<file path="src/rtl/d_bus_wb_pkg.sv">
// Shared types and constants for the core-to-Wishbone data master.
package d_bus_wb_pkg;

  typedef enum logic [1:0] {
    ST_IDLE  = 2'd0,
    ST_BUS   = 2'd1,
    ST_RETRY = 2'd2,
    ST_DONE  = 2'd3
  } state_e;

  typedef enum logic [1:0] {
    HW_SWP   = 2'b00,
    HW_UHALF = 2'b01,
    HW_SBYTE = 2'b10,
    HW_SHALF = 2'b11
  } hw_type_e;

  typedef struct packed {
    logic     rw;
    logic     bw;
    logic     hw_xfer;
    hw_type_e hw_type;
  } access_attr_t;

  localparam logic [3:0] SEL_WORD    = 4'b1111;
  localparam logic [3:0] SEL_HALF_LO = 4'b0011;
  localparam logic [3:0] SEL_HALF_HI = 4'b1100;
  localparam logic [3:0] SEL_BYTE0   = 4'b0001;

endpackage

</file>
<file path="src/rtl/d_bus_lane_steer.sv">
// Combinational byte-lane steering: selects, replicated write data, extended read data.
module d_bus_lane_steer
  import d_bus_wb_pkg::*;
#(
  parameter int unsigned DW = 32
) (
  input  logic [$clog2(DW/8)-1:0] addr_lo,
  input  access_attr_t            attr,
  input  logic [31:0]             core_wdata,
  input  logic [DW-1:0]           bus_rdata,
  output logic [DW/8-1:0]         sel_c,
  output logic [DW-1:0]           wdata_c,
  output logic [31:0]             rdata_c,
  output logic                    misaligned_c
);

  logic        is_half;
  logic        is_byte;
  logic        is_signed;
  logic [1:0]  lane;
  logic [3:0]  lane_sel;
  logic [31:0] word_wd;
  logic [31:0] word_rd;
  logic [7:0]  byte_val;
  logic [15:0] half_val;
  logic [63:0] word_dbl;

  // Access kind and 32-bit lane pattern
  always_comb begin
    lane      = addr_lo[1:0];
    is_half   = attr.hw_xfer && (attr.hw_type == HW_UHALF || attr.hw_type == HW_SHALF);
    is_byte   = attr.hw_xfer ? (attr.hw_type == HW_SBYTE || (attr.hw_type == HW_SWP && attr.bw))
                             : attr.bw;
    is_signed = attr.hw_xfer && (attr.hw_type == HW_SBYTE || attr.hw_type == HW_SHALF);
    misaligned_c = is_half && addr_lo[0];

    lane_sel = SEL_WORD;
    word_wd  = core_wdata;
    if (is_half) begin
      lane_sel = addr_lo[1] ? SEL_HALF_HI : SEL_HALF_LO;
      word_wd  = {2{core_wdata[15:0]}};
    end else if (is_byte) begin
      lane_sel = SEL_BYTE0 << lane;
      word_wd  = {4{core_wdata[7:0]}};
    end

    byte_val = word_rd[{lane, 3'b000} +: 8];
    half_val = addr_lo[1] ? word_rd[31:16] : word_rd[15:0];
    word_dbl = {word_rd, word_rd};
    if (is_half)
      rdata_c = is_signed ? {{16{half_val[15]}}, half_val} : {16'h0000, half_val};
    else if (is_byte)
      rdata_c = is_signed ? {{24{byte_val[7]}}, byte_val} : {24'h000000, byte_val};
    else
      rdata_c = word_dbl[{lane, 3'b000} +: 32];
  end

  // Placement of the 32-bit pattern onto the bus width
  if (DW == 64) begin : g_dw64
    always_comb begin
      sel_c   = addr_lo[2] ? {lane_sel, 4'b0000} : {4'b0000, lane_sel};
      wdata_c = addr_lo[2] ? {word_wd, 32'h0} : {32'h0, word_wd};
      word_rd = addr_lo[2] ? bus_rdata[63:32] : bus_rdata[31:0];
    end
  end else begin : g_dw32
    always_comb begin
      sel_c   = lane_sel;
      wdata_c = word_wd;
      word_rd = bus_rdata;
    end
  end

endmodule

</file>
<file path="src/rtl/d_bus_wb_master.sv">
// Registered Wishbone master for the core data-memory port: retry, timeout, abort, lane steering.
module d_bus_wb_master
  import d_bus_wb_pkg::*;
#(
  parameter int unsigned AW        = 32,
  parameter int unsigned DW        = 32,
  parameter int unsigned RETRY_MAX = 4,
  parameter int unsigned TIMEOUT   = 255
) (
  input  logic            clk_i,
  input  logic            rst_i,
  input  logic [AW-1:0]   in_MEMAccessAddress,
  input  logic            in_MEMAccessRequest,
  input  logic            in_MEMAccessRW,
  input  logic            in_MEMAccessBW,
  input  logic            in_MEMAccessHalfWordTransfer,
  input  logic [1:0]      in_MEMAccessHalfWordType,
  input  logic [31:0]     in_DataCacheBus,
  output logic [31:0]     out_DataCacheBus,
  output logic            out_DataCacheWait,
  output logic            out_DataAbort,
  output logic [AW-1:0]   wb_addr_o,
  output logic [DW-1:0]   wb_data_o,
  input  logic [DW-1:0]   wb_data_i,
  output logic [DW/8-1:0] wb_sel_o,
  output logic            wb_cyc_o,
  output logic            wb_stb_o,
  output logic            wb_we_o,
  input  logic            wb_ack_i,
  input  logic            wb_err_i,
  input  logic            wb_rty_i
);

  localparam int unsigned OB = $clog2(DW/8);
  localparam int unsigned RW = $clog2(RETRY_MAX + 2);
  localparam int unsigned TW = (TIMEOUT < 2) ? 1 : $clog2(TIMEOUT + 1);

  state_e          state_q, state_d;
  access_attr_t    attr_q, attr_d, attr_in, attr_cur;
  logic [OB-1:0]   lo_q, lo_d, lo_cur;
  logic [RW-1:0]   retry_q, retry_d;
  logic [TW-1:0]   tmo_q, tmo_d;
  logic [31:0]     rdata_d;
  logic            abort_d;
  logic [AW-1:0]   addr_d;
  logic [DW-1:0]   wdata_d;
  logic [DW/8-1:0] sel_d;
  logic            cyc_d, stb_d, we_d;
  logic            tmo_hit;
  logic [DW/8-1:0] sel_c;
  logic [DW-1:0]   wdata_c;
  logic [31:0]     rdata_c;
  logic            misaligned_c;

  // Steering sees live core attributes while idle, latched ones during the access
  always_comb begin
    attr_in.rw      = in_MEMAccessRW;
    attr_in.bw      = in_MEMAccessBW;
    attr_in.hw_xfer = in_MEMAccessHalfWordTransfer;
    attr_in.hw_type = hw_type_e'(in_MEMAccessHalfWordType);
    attr_cur        = (state_q == ST_IDLE) ? attr_in : attr_q;
    lo_cur          = (state_q == ST_IDLE) ? in_MEMAccessAddress[OB-1:0] : lo_q;
  end

  d_bus_lane_steer #(.DW(DW)) u_steer (
    .addr_lo      (lo_cur),
    .attr         (attr_cur),
    .core_wdata   (in_DataCacheBus),
    .bus_rdata    (wb_data_i),
    .sel_c        (sel_c),
    .wdata_c      (wdata_c),
    .rdata_c      (rdata_c),
    .misaligned_c (misaligned_c)
  );

  assign out_DataCacheWait = in_MEMAccessRequest && (state_q != ST_DONE);
  assign tmo_hit = (TIMEOUT != 0) && ((32'(tmo_q) + 32'd1) >= TIMEOUT);

  // Next state and next register values
  always_comb begin
    state_d = state_q;
    attr_d  = attr_q;
    lo_d    = lo_q;
    retry_d = retry_q;
    tmo_d   = tmo_q;
    rdata_d = out_DataCacheBus;
    abort_d = out_DataAbort;
    addr_d  = wb_addr_o;
    wdata_d = wb_data_o;
    sel_d   = wb_sel_o;
    cyc_d   = wb_cyc_o;
    stb_d   = wb_stb_o;
    we_d    = wb_we_o;

    case (state_q)
      ST_IDLE: begin
        if (in_MEMAccessRequest) begin
          attr_d  = attr_in;
          lo_d    = in_MEMAccessAddress[OB-1:0];
          retry_d = '0;
          tmo_d   = '0;
          if (misaligned_c) begin
            state_d = ST_DONE;
            abort_d = 1'b1;
            rdata_d = 32'h0;
          end else begin
            state_d = ST_BUS;
            cyc_d   = 1'b1;
            stb_d   = 1'b1;
            we_d    = ~in_MEMAccessRW;
            addr_d  = {in_MEMAccessAddress[AW-1:OB], OB'(0)};
            sel_d   = sel_c;
            wdata_d = wdata_c;
          end
        end
      end
      ST_BUS: begin
        if (wb_err_i) begin
          state_d = ST_DONE;
          cyc_d   = 1'b0;
          stb_d   = 1'b0;
          abort_d = 1'b1;
          rdata_d = 32'h0;
        end else if (wb_ack_i) begin
          state_d = ST_DONE;
          cyc_d   = 1'b0;
          stb_d   = 1'b0;
          abort_d = 1'b0;
          rdata_d = attr_q.rw ? rdata_c : 32'h0;
        end else if (wb_rty_i) begin
          state_d = ST_RETRY;
          stb_d   = 1'b0;
          retry_d = (retry_q == '1) ? retry_q : retry_q + RW'(1);
        end else if (tmo_hit) begin
          state_d = ST_DONE;
          cyc_d   = 1'b0;
          stb_d   = 1'b0;
          abort_d = 1'b1;
          rdata_d = 32'h0;
        end else begin
          tmo_d = (tmo_q == '1) ? tmo_q : tmo_q + TW'(1);
        end
      end
      ST_RETRY: begin
        if (32'(retry_q) <= RETRY_MAX) begin
          state_d = ST_BUS;
          stb_d   = 1'b1;
          tmo_d   = '0;
        end else begin
          state_d = ST_DONE;
          cyc_d   = 1'b0;
          abort_d = 1'b1;
          rdata_d = 32'h0;
        end
      end
      ST_DONE: state_d = ST_IDLE;
      default: state_d = ST_IDLE;
    endcase
  end

  // State and output registers; reset drops the bus cycle immediately
  always_ff @(posedge clk_i or posedge rst_i) begin
    if (rst_i) begin
      state_q          <= ST_IDLE;
      attr_q           <= '0;
      lo_q             <= '0;
      retry_q          <= '0;
      tmo_q            <= '0;
      out_DataCacheBus <= '0;
      out_DataAbort    <= 1'b0;
      wb_addr_o        <= '0;
      wb_data_o        <= '0;
      wb_sel_o         <= '0;
      wb_cyc_o         <= 1'b0;
      wb_stb_o         <= 1'b0;
      wb_we_o          <= 1'b0;
    end else begin
      state_q          <= state_d;
      attr_q           <= attr_d;
      lo_q             <= lo_d;
      retry_q          <= retry_d;
      tmo_q            <= tmo_d;
      out_DataCacheBus <= rdata_d;
      out_DataAbort    <= abort_d;
      wb_addr_o        <= addr_d;
      wb_data_o        <= wdata_d;
      wb_sel_o         <= sel_d;
      wb_cyc_o         <= cyc_d;
      wb_stb_o         <= stb_d;
      wb_we_o          <= we_d;
    end
  end

endmodule

</file>
<file path="config.mk">
export PLATFORM = sky130hd
export DESIGN_NAME = d_bus_wb_master
export DESIGN_NICKNAME = d
export VERILOG_FILES = /design/src/rtl/d_bus_wb_pkg.sv /design/src/rtl/d_bus_lane_steer.sv /design/src/rtl/d_bus_wb_master.sv
export SDC_FILE = /design/constraint.sdc
export NUM_CORES = 1
export LEC_CHECK = 0
export ABC_AREA = 1
export CORE_UTILIZATION = 48
export DETAILED_ROUTE_END_ITERATION = 12
export PLACE_DENSITY = 0.81
export SLEW_MARGIN = 15
export SYNTH_ARGS = -nofsm -noshare
export SYNTH_HDL_FRONTEND = slang
export SYNTH_SLANG_ARGS = --single-unit
</file>
<file path="constraint.sdc">
create_clock -name clk_i -period 5.7 [get_ports clk_i]
set_input_delay 1.14 -clock clk_i [delete_from_list [all_inputs] [get_ports clk_i]]
set_output_delay 1.14 -clock clk_i [all_outputs]
set_load 0.05 [all_outputs]
</file>
=== Yosys cells after proc, flatten, opt, wreduce, memory -nomap -nowiden ===
Index checks and enable logic that the tools add are counted.

* Word-level logic and storage cells: 135
* Register bits: 122

* Add/sub/neg operators: 3
* Order comparisons: 2
* Muxes and demuxes: 65
* Bitwise logic cells: 2
* Equal/unequal tests: 24
* Shift-type cells: 3
* Reduce and logical (&&, ||, !) cells: 20

{| class="wikitable"
|+ Operators with widths
! cell !! count
|-
| 2-to-1 mux 32 bit || 14
|-
| one-hot mux 32 bit (3 select lines) || 1
|-
| indexed part select 64 x 6 -> 32 bit || 1
|-
| 2-to-1 mux 8 bit || 7
|-
| indexed part select 32 x 6 -> 8 bit || 1
|-
| inequality test 2 bit, second input constant || 13
|-
| one-hot mux 8 bit (3 select lines) || 1
|-
| 2-to-1 mux 1 bit || 19
|-
| AND reduction 6 bit || 3
|-
| 2-to-1 mux 16 bit || 1
|-
| 2-to-1 mux 2 bit || 8
|-
| 2-to-1 mux 4 bit || 4
|-
| 2-to-1 mux 3 bit || 5
|-
| adder 8 x 1 -> 9 bit, second input constant || 1
|-
| >= comparator 9 x 8 -> 1 bit, second input constant || 1
|-
| one-hot mux 1 bit (3 select lines) || 3
|-
| adder 8 x 1 -> 8 bit, second input constant || 1
|-
| == test 2 bit, second input constant || 4
|-
| == test 8 bit, second input constant || 1
|-
| inequality test 4 bit, second input constant || 2
|-
| one-hot mux 2 bit (4 select lines) || 1
|-
| AND reduction 8 bit || 1
|-
| one-hot mux 3 bit (2 select lines) || 1
|-
| logical AND 1 bit || 5
|-
| other kinds (14) || 20
|}

=== Depth between registers and ports, before layout ===
* Depth in word-level cells: 12
* Mapped depth: 15
* Depth with buffers taken out: 13

=== Modules after synthesis ===
From an unflattened synthesis, not the netlist that was laid out.

* Cell total of the unflattened synthesis: 1,025
* Area total of the unflattened synthesis: 7,188.1 um2

{| class="wikitable"
|+ By module, submodules not included
! module !! area an instance (um2) !! sequential area each (um2) !! cells each !! times used
|-
| d_bus_wb_master || 5,401.4 || 3,052.9 || 642 || 1
|-
| d_bus_lane_steer || 1,786.7 || 0.0 || 383 || 1
|}

=== Least setup slack after synthesis ===
Ideal clock, no wire load.

* Path kind: input -> output
* From: input in_MEMAccessRequest
* To: output out_DataCacheWait
* Slack: 2.715 ns
* Path buffers: 0
* Cell stages on the path: 2
* Arrival time: 1.845 ns
* Data required time: 4.560 ns
* Cell sequence: inv_1 > nor2_1

* Longest elaborated chain between the ends: 1

{| class="wikitable"
|+ Ends and longest elaborated chain
! item !! RTL line !! source
|-
| start, declared || d_bus_wb_master.sv:13 || <nowiki>input logic in_MEMAccessRequest,</nowiki>
|-
| logical AND 1 bit || d_bus_wb_master.sv:76 || <nowiki>assign out_DataCacheWait = in_MEMAccessRequest && (state_q != ST_DONE);</nowiki>
|-
| end, declared || d_bus_wb_master.sv:20 || <nowiki>output logic out_DataCacheWait,</nowiki>
|}

No other way between the ends.

=== Worst setup path in the final report ===
* From: register state_q[0]
* To: register wb_data_o[3]

* Longest elaborated chain between the ends: 8
* Elaborated cells on any way between the ends: 11
* Those cells by class: eq/ne: 2; mux: 3; bitwise: 1; reduce/logical: 5

{| class="wikitable"
|+ Ends and longest elaborated chain
! item !! RTL line !! source
|-
| start, declared || d_bus_wb_master.sv:38 || <nowiki>state_e state_q, state_d;</nowiki>
|-
| start signal, assigned || d_bus_wb_master.sv:178 || <nowiki>state_q <= state_d;</nowiki>
|-
| logical NOT 2 bit * || d_bus_wb_master.sv:61, d_bus_wb_master.sv:62, d_bus_wb_master.sv:95 ||
|-
| 2-to-1 mux 4 bit || d_bus_wb_master.sv:61 || <nowiki>attr_cur = (state_q == ST_IDLE) ? attr_in : attr_q;</nowiki>
|-
| == test 2 x 1 -> 1 bit / == test 2 bit (equally long branches) || d_bus_lane_steer.sv:31 || <nowiki>is_half = attr.hw_xfer && (attr.hw_type == HW_UHALF || attr.hw_type == HW_SHALF);</nowiki>
|-
| logical OR 1 bit || d_bus_lane_steer.sv:31 ||
|-
| logical AND 1 bit || d_bus_lane_steer.sv:31 ||
|-
| logical AND 1 bit || d_bus_lane_steer.sv:35 || <nowiki>misaligned_c = is_half && addr_lo[0];</nowiki>
|-
| inverter 1 bit (no line) || -- ||
|-
| AND reduction 3 bit (no line) || -- ||
|-
| end signal, assigned || d_bus_wb_master.sv:186 || <nowiki>wb_data_o <= wdata_d;</nowiki>
|-
| end, declared || d_bus_wb_master.sv:23 || <nowiki>output logic [DW-1:0] wb_data_o,</nowiki>
|}

Mark *: on every way between the ends. The rest lies on a longest branch, timed or not.
A chain may end at the register's enable or synchronous reset.

==> flow_summary.yaml <==
run_status:
  status: "complete, no violations"
sta:
  finalSetupTns_ns: 0
  drv_slew: 0
  fmax_ghz: 0.252
  slew_headroom: 0.261
  worst_slew_pin_slew_ns: 1.11
  fin_crit_sh: 0.696
  finalHoldViolCount: 0
  holdWs_ns: 0.466
  setup_viol: 0
  finClkSkew_ns: 0.0133
  finalCriticalPeriod_ns: 3.97
  rsz0062_at_grt: "no"
floorplan:
  initial_core_util: 0.494
  die_area_um2: 15400
  die_w_um: 124
  ios: 212
  core-area_um2: 14500
  fp.dieH_um: 124
  fp-row-count: 44
clock_tree:
  postCtsHoldBufs: 0
  tritoncts: "built"
  cts.sinks: 122
  numCtsBuffers: 17
  clk_latency_ns: 0.43
  clk_path_buf_depth: 2
  cts_root_buffer: "clkbuf_16"
  clkTransAtPathRegs_ns: 0.06
  ctsHtreeMaxLevel: 4
  post_cts_buffers: 0
  cts_resized: 0
layout:
  syn_to_final_growth_pct: 36.2
  fin_area_um2: 9770
  multi_input_area_um2: 3500
  layout-drive-gt1-share: 0.0478
  seq_area_um2: 3050
  layout_commonest_cell: "nand2_1"
  fillers: 1281
  mostFrequentLayoutCells: "nand2_1 (414), clkdlybuf4s50_1 (209), nand3_1 (129)"
  final_util: 0.672
  stdcell_count: 1397
  antenna_cells: 0
  fin_nets: 1316
worst_setup_path:
  max_stage_delay_ns: 0.77
  crit_path_end_kind: "flip-flop"
  worstPathRequired_ns: 5.96
  startpoint: "state_q[0]"
  crit_top_cell: "nand2_1"
  regToRegStartpoint: "state_q[0]"
  crit_path_start_kind: "flip-flop"
  path_max_fanout: 59
  worstPathArrival_ns: 4.23
  crit_slowest_cell: "nor2_4"
  worstSetupPathType: "reg2reg"
  cp_cell_sequence: "inv_1 -> ha_1 -> nand2_1 -> o21ai_2 -> nor2_8 -> nand3_4 -> nand2_2 -> nor2_4 -> inv_2 -> buf_4 -> nand2_1 -> o21ai_0"
synth:
  syn_avg_cell_area_um2: 7.01
  ys_types: 40
  synth-main-ff-cell: "dfrtp_1"
  async_flop_share: 1.00
  synth-seq-cells: 122
  synthCells: 1023
  synth_seq_area_share: 0.426
  mappedNetlistArea_um2: 7170
  synth-warning-count: 0
  synth-edff-count: 0
place:
  globalplace.congestion: 0.880
  placed_cells: 1365
  hpwlAfterDp_mm: 14.6
  dpl_cell_area_um2: 9230
  io_buffers: 209
drt:
  totalWireLength_mm: 21.1
  drt_iter0_markers: 683
  antenna_left: 0
  vias_per_cell: 5.30
  drtPass1Iterations: 5
  drc: 0
  avgRoutedWirePerCell_um: 15.1
  num_vias: 7407
power_and_ir_drop:
  ir_drop_mv: 0.388
  p_leak_nw: 4.80
  power.density_nw_per_um2: 663
worst_hold_path:
  min_path_type: "reg2reg"
  hold_path.startpoint: "wb_addr_o[19]"
global_routing:
  overflow: 0
  antenna_found_initial: 0
  grt.total_usage: 0.283
  grt_pass1_vias: 6833
  grt_pass1_wl_mm: 34.9
  grt_max_degree: 60
flow_run:
  cap_violations: 0
## cell families (layout without fill, tap and decap cells)
group | count (synthesis) | in the layout | synth area share
xor gates and xnor gates | 1 | 1 | 0.00122
buffers and inverters | 138 | 327 | 0.0865
AOI/OAI and AO/OA | 87 | 87 | 0.0675
adders and majority gates | 9 | 9 | 0.0157
DFF | 122 | 122 | 0.426
other | 1 | 2 | 0.000523
muxes | 2 | 2 | 0.00314
and+or+nand+nor | 663 | 663 | 0.400
## cells in the mapped netlist, drive strengths merged (2+ instances only)
library cell  number  area (µm²)
ha                 9         113
nand2            419        1590
inv               80         303
clkbuf            19        71.3
and3               7        43.8
buf               38         243
a2bb2oi            4        35.0
a21oi             12        71.3
nor3               4        20.0
dfrtp            122        3050
nand3            132         691
o21ai             66         342
o21bai             2        15.0
nand4             37         231
mux2               2        22.5
nor2              60         264
## stage by stage
stage | worst slack (ns) | power, mW
after detailed placement | 1.37 | 5.43
after global placement | 1.43 | 5.39
after global routing | 1.21 | 6.91
after CTS | 1.73 | 6.47
after floorplan | 1.32 | 4.36
final | 1.73 | 6.48
## registers in the layout, summed over array words and instances, names as in the netlist
name,count
wb_stb_o,1
retry_q,3
tmo_q,8
out_DataAbort,1
out_DataCacheBus,32
wb_we_o,1
state_q,2
wb_data_o,32
wb_sel_o,4
wb_cyc_o,1
wb_addr_o,30
lo_q,2
attr_q,5
## worst max-delay path, delay by kind of cell (launching register included)
kind / cells / cell delay, ns
flip-flops: 1 / 0.44
adder cells (fa/ha/maj): 1 / 0.66
buffers and inverters: 3 / 1.16
AND/OR/NAND/NOR: 6 / 1.27
AO/OA/AOI/OAI: 2 / 0.23
## area by class of cell
cell class,count,area share
clock buffers,24,0.0483
well taps,184,0.0236
multi-input cells,764,0.359
inverters,81,0.0316
flip-flops and latches,122,0.313
repair buffers,214,0.218
clock inverters,8,0.00717
## final timing paths
path | endpoint | slack [ns] | cells past startpoint
setup / recovery | wb_data_o[3] | 1.73 | 12
hold / removal | wb_addr_o[19] | 0.47 | 2
setup reg to reg | wb_data_o[3] | 1.73 | 12
hold reg to reg | wb_addr_o[19] | 0.47 | 2
max in group asynchronous | wb_data_o[8] | 3.60 | 3
min in group asynchronous | out_DataCacheBus[21] | 1.17 | 2
## report_power, final
group	switching, mW	internal [mW]	total, mW	leakage, nW
combinational	2.84	1.21	4.05	2.97
sequential	0.209	1.21	1.42	1.57
clock	0.390	0.617	1.01	0.264
total	3.44	3.04	6.48	4.80
## layer usage
| layer | GRT usage | up-vias | wire (µm) |
|---|---|---|---|
| li1 | - | 3645 | - |
| met1 | 0.385 | 3373 | 9110 |
| met2 | 0.426 | 353 | 9530 |
| met3 | 0.0786 | 36 | 2050 |
| met4 | 0.113 | 0 | 445 |
| met5 | 0 | - | 0 |
(Power assumes the default switching activity.)
